`config.mk`:
```
export PLATFORM = sky130hd
export DESIGN_NAME = axi4_burst_write_slave
export DESIGN_NICKNAME = d
export VERILOG_FILES = /design/src/rtl/axi4_slave_pkg.sv /design/src/rtl/axi4_beat_addr_gen.sv /design/src/rtl/axi4_burst_write_slave.sv
export SDC_FILE = /design/constraint.sdc
export NUM_CORES = 1
export LEC_CHECK = 0
export CORE_AREA = 3 3 151 153
export DETAILED_ROUTE_END_ITERATION = 10
export DIE_AREA = 0 0 154 156
export HOLD_SLACK_MARGIN = 0.06
export SLEW_MARGIN = 20
export SYNTH_ARGS = -nofsm -noshare
export SYNTH_HDL_FRONTEND = slang
export SYNTH_HIERARCHICAL = 1
export SYNTH_SLANG_ARGS = --single-unit
export TNS_END_PERCENT = 100
```
`constraint.sdc`:
```
create_clock -name s_axi_aclk -period 3.5 [get_ports s_axi_aclk]
set_clock_uncertainty 0.05 [all_clocks]
set_input_delay 0.525 -clock s_axi_aclk [delete_from_list [all_inputs] [get_ports s_axi_aclk]]
set_output_delay 0.525 -clock s_axi_aclk [all_outputs]
set_load 0.01 [all_outputs]
```
`src/rtl/axi4_slave_pkg.sv`:
```
// Shared types for the AXI4 burst write responder: burst kinds, response codes, FSM states.
package axi4_slave_pkg;

  typedef enum logic [1:0] {
    BURST_FIXED = 2'b00,
    BURST_INCR  = 2'b01,
    BURST_WRAP  = 2'b10
  } axi_burst_e;

  localparam logic [1:0] RESP_OKAY   = 2'b00;
  localparam logic [1:0] RESP_EXOKAY = 2'b01;
  localparam logic [1:0] RESP_SLVERR = 2'b10;
  localparam logic [1:0] RESP_DECERR = 2'b11;

  typedef enum logic [1:0] {
    ST_IDLE = 2'b00,
    ST_DATA = 2'b01,
    ST_RESP = 2'b10
  } wr_state_e;

endpackage

```
`src/rtl/axi4_beat_addr_gen.sv`:
```
// Window arithmetic for the write responder: start word index, in-window checks, next beat word.
module axi4_beat_addr_gen #(
  parameter int                  AW         = 32,
  parameter int                  SHIFT      = 4,
  parameter logic [AW-1:0]       BASE_ADDR  = 32'hA001_0000,
  parameter logic [AW-1:0]       SPAN_BYTES = 32'h0001_0000
) (
  input  logic [AW-1:0] awaddr_i,
  input  logic [AW-1:0] word_i,
  input  logic          incr_i,
  output logic [AW-1:0] start_word_o,
  output logic          start_in_win_o,
  output logic          word_in_win_o,
  output logic [AW-1:0] next_word_o
);

  // Limit carries one extra bit so BASE+SPAN at the top of the address map cannot wrap.
  localparam logic [AW:0]   LIMIT      = {1'b0, BASE_ADDR} + {1'b0, SPAN_BYTES};
  localparam logic [AW-1:0] SPAN_WORDS = SPAN_BYTES >> SHIFT;

  logic [AW-1:0] offset;

  assign offset         = awaddr_i - BASE_ADDR;
  assign start_word_o   = offset >> SHIFT;
  assign start_in_win_o = (awaddr_i >= BASE_ADDR) && ({1'b0, awaddr_i} < LIMIT);
  assign word_in_win_o  = word_i < SPAN_WORDS;
  assign next_word_o    = incr_i ? word_i + AW'(1) : word_i;

endmodule

```
`src/rtl/axi4_burst_write_slave.sv`:
```
// AXI4 AW/W/B responder forwarding beats to the image buffer; one burst at a time.
// Optional saturating B-response statistics when AXI_WR_STATS_EN is defined.
//   state   | meaning
//   ST_IDLE | awready high, waiting for a write address
//   ST_DATA | accepting W beats, forwarding or draining them
//   ST_RESP | bvalid high until bready
module axi4_burst_write_slave
  import axi4_slave_pkg::*;
#(
  parameter int                        AXI_ADDR_WIDTH = 32,
  parameter int                        AXI_DATA_WIDTH = 128,
  parameter int                        AXI_ID_WIDTH   = 16,
  parameter logic [AXI_ADDR_WIDTH-1:0] BASE_ADDR      = 32'hA001_0000,
  parameter logic [AXI_ADDR_WIDTH-1:0] SPAN_BYTES     = 32'h0001_0000,
  parameter int                        WADDR_WIDTH    = 12
) (
  input  logic                          s_axi_aclk,
  input  logic                          s_axi_rst,
  input  logic [AXI_ID_WIDTH-1:0]       s_axi_awid,
  input  logic [AXI_ADDR_WIDTH-1:0]     s_axi_awaddr,
  input  logic [7:0]                    s_axi_awlen,
  input  logic [2:0]                    s_axi_awsize,
  input  logic [1:0]                    s_axi_awburst,
  input  logic                          s_axi_awvalid,
  output logic                          s_axi_awready,
  input  logic [AXI_DATA_WIDTH-1:0]     s_axi_wdata,
  input  logic [AXI_DATA_WIDTH/8-1:0]   s_axi_wstrb,
  input  logic                          s_axi_wlast,
  input  logic                          s_axi_wvalid,
  output logic                          s_axi_wready,
  output logic [AXI_ID_WIDTH-1:0]       s_axi_bid,
  output logic [1:0]                    s_axi_bresp,
  output logic                          s_axi_bvalid,
  input  logic                          s_axi_bready,
  output logic                          wr_en,
  output logic [WADDR_WIDTH-1:0]        wr_addr,
  output logic [AXI_DATA_WIDTH-1:0]     wr_data,
  output logic [AXI_DATA_WIDTH/8-1:0]   wr_strb,
  output logic                          wr_last,
`ifdef AXI_WR_STATS_EN
  output logic [31:0]                   stat_bursts,
  output logic [15:0]                   stat_errs,
`endif
  input  logic                          wr_ready
);

  localparam int         BYTES     = AXI_DATA_WIDTH / 8;
  localparam int         SHIFT     = $clog2(BYTES);
  localparam logic [2:0] SIZE_FULL = 3'(SHIFT);

  if ((64'(SPAN_BYTES) >> SHIFT) > (64'(1) << WADDR_WIDTH)) begin : g_param_check
    $error("SPAN_BYTES does not fit in the wr_addr word index");
  end

  wr_state_e                 state_q, state_d;
  logic                      awready_q, bvalid_q;
  logic [AXI_ID_WIDTH-1:0]   id_q, id_d, bid_q, bid_d;
  logic [1:0]                bresp_q, bresp_d;
  logic                      incr_q, incr_d;
  logic [7:0]                len_q, len_d, cnt_q, cnt_d;
  logic [AXI_ADDR_WIDTH-1:0] word_q, word_d;
  logic                      drop_q, drop_d, slverr_q, slverr_d, decerr_q, decerr_d;

  logic [AXI_ADDR_WIDTH-1:0] start_word, next_word;
  logic                      start_in_win, word_in_win;
  logic                      size_bad, beat_drop, beat, last_beat;

  axi4_beat_addr_gen #(
    .AW        (AXI_ADDR_WIDTH),
    .SHIFT     (SHIFT),
    .BASE_ADDR (BASE_ADDR),
    .SPAN_BYTES(SPAN_BYTES)
  ) u_addr_gen (
    .awaddr_i      (s_axi_awaddr),
    .word_i        (word_q),
    .incr_i        (incr_q),
    .start_word_o  (start_word),
    .start_in_win_o(start_in_win),
    .word_in_win_o (word_in_win),
    .next_word_o   (next_word)
  );

  // Rejected bursts and beats past the window top are drained without touching the buffer.
  assign size_bad     = (s_axi_awsize != SIZE_FULL) || s_axi_awburst[1];
  assign beat_drop    = drop_q || !word_in_win;
  assign last_beat    = (cnt_q == len_q);
  assign s_axi_wready = (state_q == ST_DATA) && (beat_drop || wr_ready);
  assign beat         = s_axi_wvalid && s_axi_wready;

  assign wr_en   = beat && !beat_drop;
  assign wr_addr = wr_en ? word_q[WADDR_WIDTH-1:0] : '0;
  assign wr_data = wr_en ? s_axi_wdata : '0;
  assign wr_strb = wr_en ? s_axi_wstrb : '0;
  assign wr_last = wr_en && last_beat;

  assign s_axi_awready = awready_q;
  assign s_axi_bvalid  = bvalid_q;
  assign s_axi_bid     = bid_q;
  assign s_axi_bresp   = bresp_q;

  always_comb begin
    state_d  = state_q;
    id_d     = id_q;
    bid_d    = bid_q;
    bresp_d  = bresp_q;
    incr_d   = incr_q;
    len_d    = len_q;
    cnt_d    = cnt_q;
    word_d   = word_q;
    drop_d   = drop_q;
    slverr_d = slverr_q;
    decerr_d = decerr_q;
    case (state_q)
      ST_IDLE: begin
        if (s_axi_awvalid && awready_q) begin
          id_d     = s_axi_awid;
          incr_d   = (s_axi_awburst == BURST_INCR);
          len_d    = s_axi_awlen;
          cnt_d    = '0;
          word_d   = start_word;
          slverr_d = size_bad;
          decerr_d = !start_in_win;
          drop_d   = size_bad || !start_in_win;
          state_d  = ST_DATA;
        end
      end
      ST_DATA: begin
        if (beat) begin
          cnt_d  = cnt_q + 8'd1;
          word_d = next_word;
          if (!drop_q && !word_in_win) decerr_d = 1'b1;
          if (s_axi_wlast != last_beat) slverr_d = 1'b1;
          if (last_beat) begin
            state_d = ST_RESP;
            bid_d   = id_q;
            bresp_d = decerr_d ? RESP_DECERR : (slverr_d ? RESP_SLVERR : RESP_OKAY);
          end
        end
      end
      ST_RESP: begin
        if (s_axi_bready) state_d = ST_IDLE;
      end
      default: state_d = ST_IDLE;
    endcase
  end

  always_ff @(posedge s_axi_aclk) begin
    if (s_axi_rst) begin
      state_q   <= ST_IDLE;
      awready_q <= 1'b0;
      bvalid_q  <= 1'b0;
      id_q      <= '0;
      bid_q     <= '0;
      bresp_q   <= RESP_OKAY;
      incr_q    <= 1'b0;
      len_q     <= '0;
      cnt_q     <= '0;
      word_q    <= '0;
      drop_q    <= 1'b0;
      slverr_q  <= 1'b0;
      decerr_q  <= 1'b0;
    end else begin
      state_q   <= state_d;
      awready_q <= (state_d == ST_IDLE);
      bvalid_q  <= (state_d == ST_RESP);
      id_q      <= id_d;
      bid_q     <= bid_d;
      bresp_q   <= bresp_d;
      incr_q    <= incr_d;
      len_q     <= len_d;
      cnt_q     <= cnt_d;
      word_q    <= word_d;
      drop_q    <= drop_d;
      slverr_q  <= slverr_d;
      decerr_q  <= decerr_d;
    end
  end

`ifdef AXI_WR_STATS_EN
  logic        b_hs;
  logic [31:0] stat_bursts_q;
  logic [15:0] stat_errs_q;

  assign b_hs = bvalid_q && s_axi_bready;

  always_ff @(posedge s_axi_aclk) begin
    if (s_axi_rst) begin
      stat_bursts_q <= '0;
      stat_errs_q   <= '0;
    end else if (b_hs) begin
      if (stat_bursts_q != '1) stat_bursts_q <= stat_bursts_q + 32'd1;
      if (bresp_q != RESP_OKAY && stat_errs_q != '1) stat_errs_q <= stat_errs_q + 16'd1;
    end
  end

  assign stat_bursts = stat_bursts_q;
  assign stat_errs   = stat_errs_q;
`endif

endmodule
```
==> impl_metrics.sql, run 1 <==
INSERT INTO impl_metrics (metric_group, metric, value, unit) VALUES
('status', 'outcome', 'complete, no violations', ''),
('synth', 'ys_async_sr_fraction', '0', '%'),
('placed_design', 'hpwlAfterDp', '22800', 'um'),
('timing', 'setup-violations-final', '0', ''),
('critical_path', 'crit_arrival', '2820', 'ps'),
('floorplanning', 'placeableCoreArea', '0.0217', 'mm2'),
('critical_path', 'worstSetupStartpoint', 'word_q[29]$_SDFFE_PP0P_', ''),
('critical_path', 'cp_num_buf_inv', '3', ''),
('timing', 'slew_headroom', '41.1', '%'),
('routing', 'count_of_vias_placed_by_the_detailed_router', '6955', ''),
('cts', 'clk_latency', '350', 'ps'),
('timing', 'fin_crit_share', '97.1', '%'),
('power_and_ir_drop', 'power_density', '294', 'mW/mm2'),
('synth', 'post_synth_instance_area', '0.00606', 'mm2'),
('finish', 'syn_to_layout_area_delta', '74.2', '%'),
('critical_path', 'critPathLaunchType', 'register', ''),
('power_and_ir_drop', 'total_power', '0.00310', 'W'),
('cts', 'clk_transition_reported_paths', '70', 'ps'),
('synth', 'yosys_warnings', '6', ''),
('timing', 'setup_tns', '0', 'ps'),
('global_route', 'global_route.usage.total', '22.9', '%'),
('critical_path', 'required', '2920', 'ps'),
('placed_design', 'dpl-instance-area', '0.0101', 'mm2'),
('critical_path', 'rr_startpoint', 'incr_q$_SDFFE_PP0P_', ''),
('floorplanning', 'die_x', '154', 'um'),
('floorplanning', 'fp.dieArea', '0.0240', 'mm2'),
('synth', 'ys_seq_elements', '90', ''),
('global_route', 'grt_pass1_vias', '6627', ''),
('routing', 'vias_per_cell', '4.81', ''),
('floorplanning', 'die_h', '156', 'um'),
('critical_path', 'crit_path_cell_trace', 'nor4_1 > nand2_1 > nor2_4 > nor3b_4 > or3_4 > nor2_8 > buf_12 > buf_6 > and2_1 > clkdlybuf4s50_1', ''),
('timing', 'layout_setup_ws', '101', 'ps'),
('floorplanning', 'initial_utilization', '27.9', '%'),
('routing', 'drtPass1Iterations', '5', ''),
('routing', 'post_drt_wl_per_cell', '20.3', 'um'),
('timing', 'rsz0062_at_grt', 'no', ''),
('cts', 'cts-buffers-inserted', '9', ''),
('min_path', 'min-delay-start', 'id_q[13]$_SDFFE_PP0P_', ''),
('synth', 'synth_top_area_cell', 'dfxtp_1', ''),
('routing', 'routed_wl', '29300', 'um'),
('cts', 'numClockSinks', '90', ''),
('placed_design', 'final_wtd_congestion', '0.883', ''),
('critical_path', 'end_kind', 'output pin', ''),
('critical_path', 'critical-path-slowest-cell', 'clkdlybuf4s50_1', ''),
('finish', 'filler_cell_count', '2104', ''),
('cts', 'htreeDepth', '3', ''),
('critical_path', 'setup.worst_path.class', 'register to output pin', ''),
('synth', 'fraction_of_synthesized_cell_area_taken_by_the_top_area_cell_type', '29.7', '%'),
('cts', 'cts_max_path_buffers', '2', ''),
('routing', 'drt_first_iter_violations', '457', ''),
('timing', 'period_needed', '3400', 'ps'),
('timing', 'slew_at_the_pin_closest_to_its_max_slew_limit', '882', 'ps'),
('critical_path', 'critical_path.max_stage_delay', '540', 'ps'),
('floorplanning', 'ios', '391', ''),
('critical_path', 'cell_depth_of_the_worst_flop_to_flop_path', '6', ''),
('min_path', 'timing.hold.worst.class', 'register to register', ''),
('timing', 'fmaxAchievable', '0.294', 'GHz'),
('synth', 'synth_area_per_cell', '7.46', 'um2'),
('synth', 'post_synth_inst_count', '812', ''),
('finish', 'final_area', '0.0106', 'mm2'),
('finish', 'finish.net_count', '1377', ''),
('power_and_ir_drop', 'p_leak', '3.83', 'nW'),
('cts', 'tritoncts', 'done', ''),
('synth', 'synth_flop_cell', 'dfxtp_1', ''),
('synth', 'netlist-cell-type-count', '57', ''),
('synth', 'synth-edff-count', '0', ''),
('min_path', 'whs_path_depth', '2', ''),
('placed_design', 'numPortBuffers', '390', ''),
('cts', 'cts_hold_repair.buffers', '0', ''),
('placed_design', 'place_worst_setup_slack', '92.2', 'ps'),
('finish', 'layout-drive-gt1-share', '6.52', '%');
==> timing repair <==
item,in CTS,in global routing
setup buffers,0,1
gates resized for setup,7,14
endpoints found under the setup margin,104,146
cloned,1,0
pin swaps,0,2
==> routing by layer <==
metal	track usage, %	vias up	wire length, um
li1	-	3464	-
met2	35.0	249	12900
met4	6.39	4	641
met1	32.6	3201	13800
met5	0	-	27
met3	4.97	37	2010
==> state kept, by name, indices dropped and copies added (netlist names) <==
register,count
word_q,32
id_q,16
s_axi_bid,16
cnt_q,8
len_q,8
s_axi_bresp,2
state_q,2
decerr_q,1
drop_q,1
incr_q,1
s_axi_awready,1
s_axi_bvalid,1
slverr_q,1
==> worst paths after layout <==
path | end | slack, ps
setup / recovery | wr_data[16] | 100
hold / removal | id_q[13]$_SDFFE_PP0P_ | 410
setup reg to reg | word_q[29]$_SDFFE_PP0P_ | 920
hold reg to reg | id_q[13]$_SDFFE_PP0P_ | 410
==> final cells by class <==
type	count	area [um2]	area share (%)
repair buffers	411	4130	39.1
clock buffers	11	253	2.39
well taps	280	350	3.32
inverters	12	45.0	0.427
clock inverters	5	67.6	0.640
multi-input cells	637	3900	36.9
flip-flops and latches	90	1820	17.2
diodes	1	2.50	0.0237
==> cells in the mapped netlist, types with 2 or more instances <==
cell	instances
buf_1	2
buf_2	17
o31ai_1	21
a311oi_1	33
a31oi_1	3
dfxtp_1	90
nor3b_1	2
xor2_1	29
nand3_1	10
clkbuf_1	25
nand3b_1	2
nor4_1	14
and2_1	156
nand2_1	139
nor2_1	46
buf_6	3
nand4_1	27
a21oi_1	51
or4_4	2
clkbuf_2	12
o21ai_0	6
nor4_2	3
o21a_1	2
or4_1	6
ha_1	4
a211oi_1	3
nor2b_1	3
buf_4	17
xnor2_1	22
or2_2	2
or3_1	6
inv_1	12
and4_1	4
nor3_1	14
nand2b_1	2
==> logic make-up (layout without fill, tap and decap cells) <==
family	Yosys count	count (layout)	synth area share (%)
xor gates and xnor gates	51	51	7.37
and+or+nand+nor	452	452	40.5
other	1	5	0.0619
DFF	90	90	29.7
AOI/OAI and AO/OA	124	124	13.7
muxes	2	2	0.351
adders and majority gates	4	4	0.826
buffers and inverters	88	439	7.48
==> cells in the final DEF (no fill, tap or decap), drive strengths merged, types with 7 or more instances in the layout <==
cell type	n
xnor2	22
and2	156
a21oi	51
or4	8
nand4	28
or3	7
clkbuf	11
a311oi	33
o31ai	21
buf	21
nand3	11
nor2	47
xor2	29
nor3	16
nor4	17
dfxtp	90
clkdlybuf4s50	388
inv	15
nand2	139
==> metrics by stage <==
step	cells	util (%)
after CTS	1445	48.5
after floorplan	815	-
after detailed placement	1428	46.7
after global placement	1428	46.7
after global routing	1446	48.7
final	1447	48.7
==> report_power, final <==
group	total [W]	switching (W)	internal, W
combinational	0.000841	0.000412	0.000429
clock	0.00104	0.000440	0.000605
sequential	0.00122	0.000107	0.00111
==> tightest hold or removal path, delay by kind of cell (launching register included) <==
kind,cells,cell delay [ps]
simple gates,1,50
compound gates,1,50
flops,1,310
No activity file was read; power rests on OpenSTA's default activity.
==> run 2: changes to the inputs <==
--- a/config.mk
+++ b/config.mk
@@ -8,6 +8,7 @@
 export CORE_AREA = 3 3 151 153
 export DETAILED_ROUTE_END_ITERATION = 10
 export DIE_AREA = 0 0 154 156
+export DONT_BUFFER_PORTS = 1
 export HOLD_SLACK_MARGIN = 0.06
 export SLEW_MARGIN = 20
 export SYNTH_ARGS = -nofsm -noshare
==> run 2 against run 1 <==
  * Largest power group unchanged
  * Global-route usage decreased by 2.2 points
  * Cell count fell by 25%
  * Critical endpoint is now wr_data[37]
  * Critical path depth decreased by 4
  * Setup slack better by 110 ps
  * Highest routed layer unchanged
==> impl_metrics.sql, run 2 (synthesized netlist as in run 1, its figures left out) <==
INSERT INTO impl_metrics (metric_group, metric, value, unit) VALUES
('status', 'outcome', 'complete, no violations', ''),
('floorplanning', 'num_rows', '54', ''),
('timing', 'fin_crit_share', '93.9', '%'),
('global_route', 'global_route.peak_usage_layer', 'met2', ''),
('cts', 'cts_max_path_buffers', '2', ''),
('floorplanning', 'die_h', '156', 'um'),
('routing', 'vias_per_cell', '5.45', ''),
('power_and_ir_drop', 'power.ir.vdd_worst', '0.232', 'mV'),
('power_and_ir_drop', 'p_leak', '2.34', 'nW'),
('finish', 'registers.top_by_ff_count', 'word_q', ''),
('global_route', 'antenna_found_initial', '43', ''),
('cts', 'htreeDepth', '3', ''),
('timing', 'fmaxAchievable', '0.304', 'GHz'),
('global_route', 'globalRouteMet1Util', '25.2', '%'),
('global_route', 'grt_util_met2', '30.4', '%'),
('cts', 'root_buffer', 'clkbuf_16', ''),
('global_route', 'grt_start_max_net_pins', '83', ''),
('floorplanning', 'placeableCoreArea', '0.0217', 'mm2'),
('flow_run', 'timing.max_cap.violations', '0', ''),
('finish', 'filler_cell_count', '2314', ''),
('finish', 'syn_to_layout_area_delta', '9.29', '%'),
('timing', 'setup_tns', '0', 'ps'),
('finish', 'final_cell_mix', 'and2_1 (156), nand2_1 (139), dfxtp_1 (90)', ''),
('global_route', 'global_route.usage.total', '20.7', '%'),
('timing', 'rsz0062_at_grt', 'no', ''),
('global_route', 'grt-ovfl-total', '0', ''),
('routing', 'post-route-drc-count', '0', ''),
('global_route', 'global_route_wire_length_before_repair', '37300', 'um'),
('cts', 'clk_transition_reported_paths', '70', 'ps'),
('timing', 'slew_at_the_pin_closest_to_its_max_slew_limit', '886', 'ps'),
('cts', 'tritoncts', 'done', ''),
('floorplanning', 'fp.dieArea', '0.0240', 'mm2'),
('placed_design', 'final_wtd_congestion', '0.947', ''),
('routing', 'drtPass1Iterations', '5', ''),
('routing', 'routed_wl', '27600', 'um'),
('cts', 'clk_latency', '350', 'ps'),
('timing', 'drv_slew', '0', ''),
('placed_design', 'numPortBuffers', '0', ''),
('floorplanning', 'initial_utilization', '27.9', '%'),
('routing', 'detail-route-antenna-nets', '0', ''),
('critical_path', 'setup.worst_path.class', 'register to output pin', ''),
('critical_path', 'critPathLaunchType', 'register', ''),
('finish', 'finish.net_count', '992', ''),
('min_path', 'timing.hold.worst.class', 'primary input to register', ''),
('cts', 'cts_hold_repair.buffers', '0', ''),
('timing', 'slew_headroom', '40.7', '%'),
('timing', 'finalHoldViolCount', '0', ''),
('power_and_ir_drop', 'power_density', '411', 'mW/mm2'),
('cts', 'numClockSinks', '90', ''),
('routing', 'drt_first_iter_violations', '491', ''),
('critical_path', 'crit_arrival', '2710', 'ps'),
('finish', 'layout.cells.most_common', 'and2_1', ''),
('timing', 'period_needed', '3290', 'ps'),
('finish', 'layout-drive-gt1-share', '8.32', '%'),
('cts', 'cts-buffers-inserted', '9', ''),
('routing', 'count_of_vias_placed_by_the_detailed_router', '5909', ''),
('critical_path', 'timing.critical_path.fanout_max', '26', ''),
('global_route', 'grt_use_met3', '14.8', '%'),
('finish', 'final_util', '30.5', '%'),
('floorplanning', 'ios', '391', ''),
('timing', 'setup-violations-final', '0', ''),
('critical_path', 'end_kind', 'output pin', ''),
('critical_path', 'required', '2920', 'ps'),
('routing', 'post_drt_wl_per_cell', '25.4', 'um'),
('finish', 'largest_register_ff_count', '32', ''),
('floorplanning', 'die_x', '154', 'um'),
('placed_design', 'hpwlAfterDp', '20900', 'um'),
('global_route', 'grt_pass1_vias', '5090', '');
[run 2: worst paths after layout]
| path | start | end | cells past startpoint | slack [ps] |
|---|---|---|---|---|
| worst min register to register | id_q[14]$_SDFFE_PP0P_ | id_q[14]$_SDFFE_PP0P_ | 2 | 410 |
| worst max register to register | incr_q$_SDFFE_PP0P_ | word_q[29]$_SDFFE_PP0P_ | 6 | 930 |
| worst max-delay path | word_q[15]$_SDFFE_PP0P_ | wr_data[37] | 6 | 210 |
| worst min-delay path | s_axi_rst | word_q[7]$_SDFFE_PP0P_ | 1 | 200 |
[run 2: timing repair]
item,CTS,global route
resized for setup,2,2
endpoints found under the setup margin,57,106
pin swaps,1,0
cloned,3,1
setup buffers,0,0
[run 2: per-layer routing]
| layer | routed length (um) | vias to the layer above |
|---|---|---|
| met3 | 4310 | 61 |
| li1 | - | 2729 |
| met4 | 324 | 38 |
| met2 | 12100 | 292 |
| met5 | 258 | - |
| met1 | 10600 | 2789 |
[run 2: final cells by class]
type                            count  area (um2)  share of cell area, %
Clock inverter                      7        71.3                   1.08
Sequential cell                    90        1800                   27.2
Multi-Input combinational cell    641        3900                   58.9
Inverter                           12        45.0                  0.680
Tap cell                          280         350                   5.29
Antenna cell                       24        60.1                  0.907
Timing Repair Buffer               22         169                   2.55
Clock buffer                        9         225                   3.40
[run 2: critical path, cell delays in order, from the launching register on]
cell      delay (ps)
dfxtp_1          350
nor4_1           420
nand3_1          170
nor2_1           260
nand2b_2         290
nor2_4           570
and2_1           300
[run 2: where the power goes]
part / switching (W) / internal, W
logic: 0.000352 / 0.000198
registers: 0.0000941 / 0.00111
clock network: 0.000468 / 0.000502
[run 2: per-stage QoR]
stage	std cells	hold WS (ps)	setup slack (ps)	cell area (um2)	power, W
floorplan	815	377	927	6070	0.00162
global placement	1041	391	223	6210	0.00175
detailed placement	1041	393	78.2	6210	0.00175
CTS	1060	211	49.6	6550	0.00273
global route	1072	191	9.55	6590	0.00285
finish	1085	203	212	6620	0.00272
